File: config.mk
export PLATFORM = sky130hd
export DESIGN_NAME = seg_digit_scanner
export DESIGN_NICKNAME = d
export VERILOG_FILES = /design/src/rtl/seg_digit_scanner.sv
export SDC_FILE = /design/constraint.sdc
export NUM_CORES = 1
export LEC_CHECK = 0
export ABC_CLOCK_PERIOD_IN_PS = 3100
export BUFFER_PORTS_ARGS = -buffer_cell sky130_fd_sc_hd__buf_2
export CAP_MARGIN = 20
export CELL_PAD_IN_SITES_DETAIL_PLACEMENT = 0
export CELL_PAD_IN_SITES_GLOBAL_PLACEMENT = 1
export CORE_MARGIN = 2
export CORE_UTILIZATION = 45
export DETAILED_ROUTE_END_ITERATION = 12
export GPL_TIMING_DRIVEN = 0
export PLACE_DENSITY_LB_ADDON = 0.15
export SYNTH_ARGS = -nofsm -noshare
export SYNTH_HDL_FRONTEND = slang
export SYNTH_SLANG_ARGS = --single-unit
File: constraint.sdc
create_clock -name clk -period 3.1 [get_ports clk]
set_input_delay 0.465 -clock clk [delete_from_list [all_inputs] [get_ports clk]]
set_output_delay 0.465 -clock clk [all_outputs]
set_load 0.005 [all_outputs]
File: src/rtl/seg_digit_scanner.sv
// Time-multiplexed N-digit BCD scanner: snapshots inputs once per frame and
// drives one digit per prescaler slot, with leading-zero blanking and blink.
module seg_digit_scanner #(
  parameter int NUM_DIGITS   = 4,
  parameter int SCAN_DIV     = 1000,
  parameter int BLINK_FRAMES = 32
) (
  input  logic                      clk,
  input  logic                      rst,
  input  logic                      en,
  input  logic [4*NUM_DIGITS-1:0]   digits_in,
  input  logic [NUM_DIGITS-1:0]     dp_in,
  input  logic [NUM_DIGITS-1:0]     blink_mask,
  input  logic                      blank_lz,
  output logic [3:0]                digit_out,
  output logic [NUM_DIGITS-1:0]     digit_sel,
  output logic                      dp_out,
  output logic                      blank_out,
  output logic                      frame_start
);

  localparam int PW = (SCAN_DIV > 1) ? $clog2(SCAN_DIV) : 1;
  localparam int IW = (NUM_DIGITS > 1) ? $clog2(NUM_DIGITS) : 1;
  localparam int BW = (BLINK_FRAMES > 1) ? $clog2(BLINK_FRAMES) : 1;

  localparam logic [PW-1:0]         PRE_MAX = PW'(SCAN_DIV - 1);
  localparam logic [IW-1:0]         IDX_MAX = IW'(NUM_DIGITS - 1);
  localparam logic [BW-1:0]         BLK_MAX = BW'(BLINK_FRAMES - 1);
  localparam logic [NUM_DIGITS-1:0] SEL_ONE = NUM_DIGITS'(1);

  logic [PW-1:0]           pre_q, pre_d;
  logic [IW-1:0]           idx_q, idx_d;
  logic [BW-1:0]           blink_cnt_q, blink_cnt_d;
  logic                    blink_phase_q, blink_phase_d;
  logic [4*NUM_DIGITS-1:0] sh_digits_q, sh_digits_d;
  logic [NUM_DIGITS-1:0]   sh_dp_q, sh_dp_d;
  logic [NUM_DIGITS-1:0]   sh_mask_q, sh_mask_d;
  logic                    sh_lz_q, sh_lz_d;
  logic                    sh_phase_q, sh_phase_d;
  logic [3:0]              digit_out_q, digit_out_d;
  logic [NUM_DIGITS-1:0]   digit_sel_q, digit_sel_d;
  logic                    dp_out_q, dp_out_d;
  logic                    blank_out_q, blank_out_d;
  logic                    frame_start_q, frame_start_d;

  logic                    tick;
  logic                    frame_entry;
  logic [NUM_DIGITS-1:0]   zero_run;
  logic [3:0]              cur_digit;
  logic                    cur_dp;
  logic                    blanked;

  always_comb begin : scan_next
    tick          = en && (pre_q == PRE_MAX);
    frame_entry   = tick && (idx_q == IDX_MAX);
    pre_d         = pre_q;
    idx_d         = idx_q;
    blink_cnt_d   = blink_cnt_q;
    blink_phase_d = blink_phase_q;
    sh_digits_d   = sh_digits_q;
    sh_dp_d       = sh_dp_q;
    sh_mask_d     = sh_mask_q;
    sh_lz_d       = sh_lz_q;
    sh_phase_d    = sh_phase_q;

    if (en) begin
      pre_d = tick ? '0 : pre_q + 1'b1;
    end
    if (tick) begin
      idx_d = frame_entry ? '0 : idx_q + 1'b1;
    end
    // The phase in force when the frame starts is latched so every slot of
    // the frame blinks consistently.
    if (frame_entry) begin
      sh_digits_d = digits_in;
      sh_dp_d     = dp_in;
      sh_mask_d   = blink_mask;
      sh_lz_d     = blank_lz;
      sh_phase_d  = blink_phase_q;
      if (blink_cnt_q == BLK_MAX) begin
        blink_cnt_d   = '0;
        blink_phase_d = ~blink_phase_q;
      end else begin
        blink_cnt_d = blink_cnt_q + 1'b1;
      end
    end
  end

  always_comb begin : display_next
    logic run;
    run      = 1'b1;
    zero_run = '0;
    // zero_run[i]: digits i..top are all zero with no decimal point set.
    for (int i = NUM_DIGITS - 1; i >= 0; i--) begin
      run         = run && (sh_digits_d[4*i +: 4] == 4'd0) && !sh_dp_d[i];
      zero_run[i] = run;
    end
    cur_digit = sh_digits_d[{idx_d, 2'b00} +: 4];
    cur_dp    = sh_dp_d[idx_d];
    blanked   = (sh_lz_d && (idx_d != '0) && zero_run[idx_d]) ||
                (sh_phase_d && sh_mask_d[idx_d]);

    digit_out_d   = digit_out_q;
    digit_sel_d   = digit_sel_q;
    dp_out_d      = dp_out_q;
    blank_out_d   = blank_out_q;
    frame_start_d = frame_entry;
    if (tick) begin
      if (blanked) begin
        digit_out_d = 4'd0;
        digit_sel_d = '0;
        dp_out_d    = 1'b0;
        blank_out_d = 1'b1;
      end else begin
        digit_out_d = cur_digit;
        digit_sel_d = SEL_ONE << idx_d;
        dp_out_d    = cur_dp;
        blank_out_d = 1'b0;
      end
    end
  end

  always_ff @(posedge clk or posedge rst) begin
    if (rst) begin
      pre_q         <= '0;
      idx_q         <= IDX_MAX;
      blink_cnt_q   <= '0;
      blink_phase_q <= 1'b0;
      sh_digits_q   <= '0;
      sh_dp_q       <= '0;
      sh_mask_q     <= '0;
      sh_lz_q       <= 1'b0;
      sh_phase_q    <= 1'b0;
      digit_out_q   <= 4'd0;
      digit_sel_q   <= '0;
      dp_out_q      <= 1'b0;
      blank_out_q   <= 1'b1;
      frame_start_q <= 1'b0;
    end else begin
      pre_q         <= pre_d;
      idx_q         <= idx_d;
      blink_cnt_q   <= blink_cnt_d;
      blink_phase_q <= blink_phase_d;
      sh_digits_q   <= sh_digits_d;
      sh_dp_q       <= sh_dp_d;
      sh_mask_q     <= sh_mask_d;
      sh_lz_q       <= sh_lz_d;
      sh_phase_q    <= sh_phase_d;
      digit_out_q   <= digit_out_d;
      digit_sel_q   <= digit_sel_d;
      dp_out_q      <= dp_out_d;
      blank_out_q   <= blank_out_d;
      frame_start_q <= frame_start_d;
    end
  end

  assign digit_out   = digit_out_q;
  assign digit_sel   = digit_sel_q;
  assign dp_out      = dp_out_q;
  assign blank_out   = blank_out_q;
  assign frame_start = frame_start_q;

endmodule

==> impl_results.md <==
* Most common cell after layout, fill and taps aside: dfrtp_1
* Crit path kind: flop to flop
* Synth Cell Area at approximately 0.0027 mm2
* Worst skew pair latency at slightly above 300 ps
* Largest net degree at the start of global routing at 32
* Clock tree root driver cell: clkbuf_8
* First-pass DRT Iterations at 5
* Net count reported at finish at 320
* Die area at between 0.006 and 0.007 mm2
* VDD IR max at between 200 and 250 uV
* Post-Syn Nets at between 200 and 300
* Crit path DAT at roughly 3000 ps
* Top cells by area, synth: dfrtp_1 49%, mux2_2 11%, nand2_1 6.5%
* Fraction of registers with async set/reset at between 90% and 100%
* Total track usage at a little under a fifth
* Hold Crit Class: primary input to async pin
* FF+latch area at approximately 0.0014 mm2
* Antenna violations before repair at 0
* R2R cell count at 8
* Port Buf Inserts at 38
* Gr ovfl total at 0
* Die H at between 80 and 90 um
* Drt total wl at 5660 um
* Die Wd at 81.1 um
* Placed Instance Area at ~0.0030 mm2
* Finished Cell Area at 0.00310 mm2
* Crit Path Max Fanout at 10
* Rows at 28
* Worst R2R Setup Slack at 300 ps
* Hpwl dp at 4210 um
* Sequential cell area fraction in the yosys report at roughly half
* Core Area at around 0.0059 mm2
* Clk_skew at roughly 7.2 ps
* Tcrit/Tclk final at between 90% and 100%
* Final Setup Violations at 0
* Yosys top cell area share at 48.6%
* Vias in the first global route at around 1800
* Area of the multi-input gates at between 0.001 and 0.0015 mm2
* Status: complete, no violations
* Via count at between 1500 and 2000
* Post-route setup TNS at 0 ps
* CTS tree: yes
* Clock sinks at 55
* Io pins at 39
* Share of cells above drive strength 1 at 30.8%
* Post_cts resized at 0
* # DRC at 0
* Post-synth EDFFs at 0
* Initial core utilization at about 46%
* CTS Hold Bufs at 0
* Pwr dens at ~450 mW/mm2
* Post-synth top flop: dfrtp_1
* Hold Fails Final Rpt at 0
* Synth-to-Final Area Change at 15.8%
* Most frequent cells in the layout: 52 x dfrtp_1, 46 x nand2_1, 39 x buf_2
* #FFs+latches synth at 55
* Setup Fix Bufs, Post-CTS at 0
* Max-Cap Viols at 0
* DR WL/cell at 15.5 um
* Final ANT Viol Nets at 0
* RR Startpoint: idx_q[1]
* Diodes inserted at 0
* Final Wtd Congestion at about 0.79
* Yosys top cell by area: dfrtp_1
* Mapped Avg Cell Area at ~11 um2
* DRT iter0 DRCs at 55
* Max Slew Vio Count at 0
* RSZ-0062 raised after global routing: no
* Synth warn at 0
* Post-Synthesis Cells at between 200 and 250
* Htree depth at 2
* Measured slew at the worst slew-check pin at approximately 760 ps
* Worst-path clk slew at approximately 100 ps
* WP data required at 3290 ps
* F_max at ~360 MHz
* Yosys cell types at 46
* Vias/cell at approximately 5.2
* Clock Tree Buf Depth at 2
* Overall power at 1.40 mW
* Reg2reg end: digit_out[3]
* Leakage at about 1.6 nW
* Critical Path Sink Type: flop
* Slew HR at 49.6%
* Global-route wire length before repair at around 9300 um
* Fill cell count at ~560
* TritonCTS Buffers at 5
* Startpoint Class: flop
* Crit path time final at between 2000 and 3000 ps
-- flip-flops by register name (all words and copies together), names as in the netlist, 2 cells and up --
register	flops
sh_mask_q	4
sh_digits_q	16
digit_out	4
sh_dp_q	4
digit_sel	4
blink_cnt_q	5
idx_q	2
pre_q	10
-- worst max-delay path by stage --
stage                     startpoint           end  slack (ps)  cells after the start
after floorplan             pre_q[0]  digit_out[3]         670                      9
after global routing        idx_q[1]  digit_out[3]          50                      8
after global placement      idx_q[1]  digit_out[3]         230                      8
after detailed placement    idx_q[1]  digit_out[3]         270                      8
after CTS                   idx_q[1]  digit_out[3]         250                      8
final                       idx_q[1]  digit_out[3]         300                      8
-- metrics by stage --
stage                     cells  hold slack, ps  setup slack [ps]  util, %
after floorplan             242             431               674        -
after global placement      355             457               229     50.6
after detailed placement    356             465               273     50.9
after CTS                   364             206               254     53.0
after global routing        364             238              54.7     53.0
final                       364             196               296     53.0
-- cell usage after synthesis, drive strengths merged (3+ instances only) --
cell type,n
dfrtp,52
and3,4
mux2i,5
xnor2,4
inv,6
a21oi,4
dfstp,3
o21ai,9
nor2b,3
mux2,26
ha,4
buf,5
and2,3
or4,3
nand4,5
nor3,5
nand3,4
nor2,13
o31ai,7
xor2,4
nand2,46
clkbuf,4
-- report_power, final --
part	internal, mW	leakage (nW)	total (mW)	switching [mW]
clock network	0.262	0.0612	0.499	0.237
registers	0.749	0.747	0.791	0.0426
logic	0.0499	0.770	0.110	0.0603
total	1.06	1.58	1.40	0.340
-- routing by layer --
layer / track usage [%] / part of all wire (%)
met1: 27.4 / 50
met2: 28.2 / 45
met3: 4.56 / 3.2
met4: 6.61 / 1.9
met5: 0 / 0
-- kinds of logic (layout without fill, tap and decap cells) --
kind of cell    after synthesis  in the layout  synth area share, %
buf+inv                      15             62                 2.43
fa+ha+maj                     4              4                 1.87
xor+xnor                      8              8                 2.62
simple gates                 94             94                 17.9
compound gates               35             35                 10.2
mux                          31             31                 13.4
flops                        55             55                 51.6
-- critical path, cell delays in order (launching register included) --
cell and delay [ps]:
dfstp_2 600, ha_1 310, and2_1 210, nand4_4 180, buf_1 320, mux2_2 370
mux2_2 260, a221oi_1 320, o31ai_1 110
-- area by class of cell --
type / instances / area share [%]
buffer: 9 / 1.37
clock buffer: 6 / 2.67
clock inverter: 2 / 1.13
inverter: 6 / 0.727
multi-input combinational: 172 / 39.7
sequential: 55 / 44.5
tap: 75 / 3.03
timing repair buffer: 39 / 6.79
(Power assumes the default switching activity.)
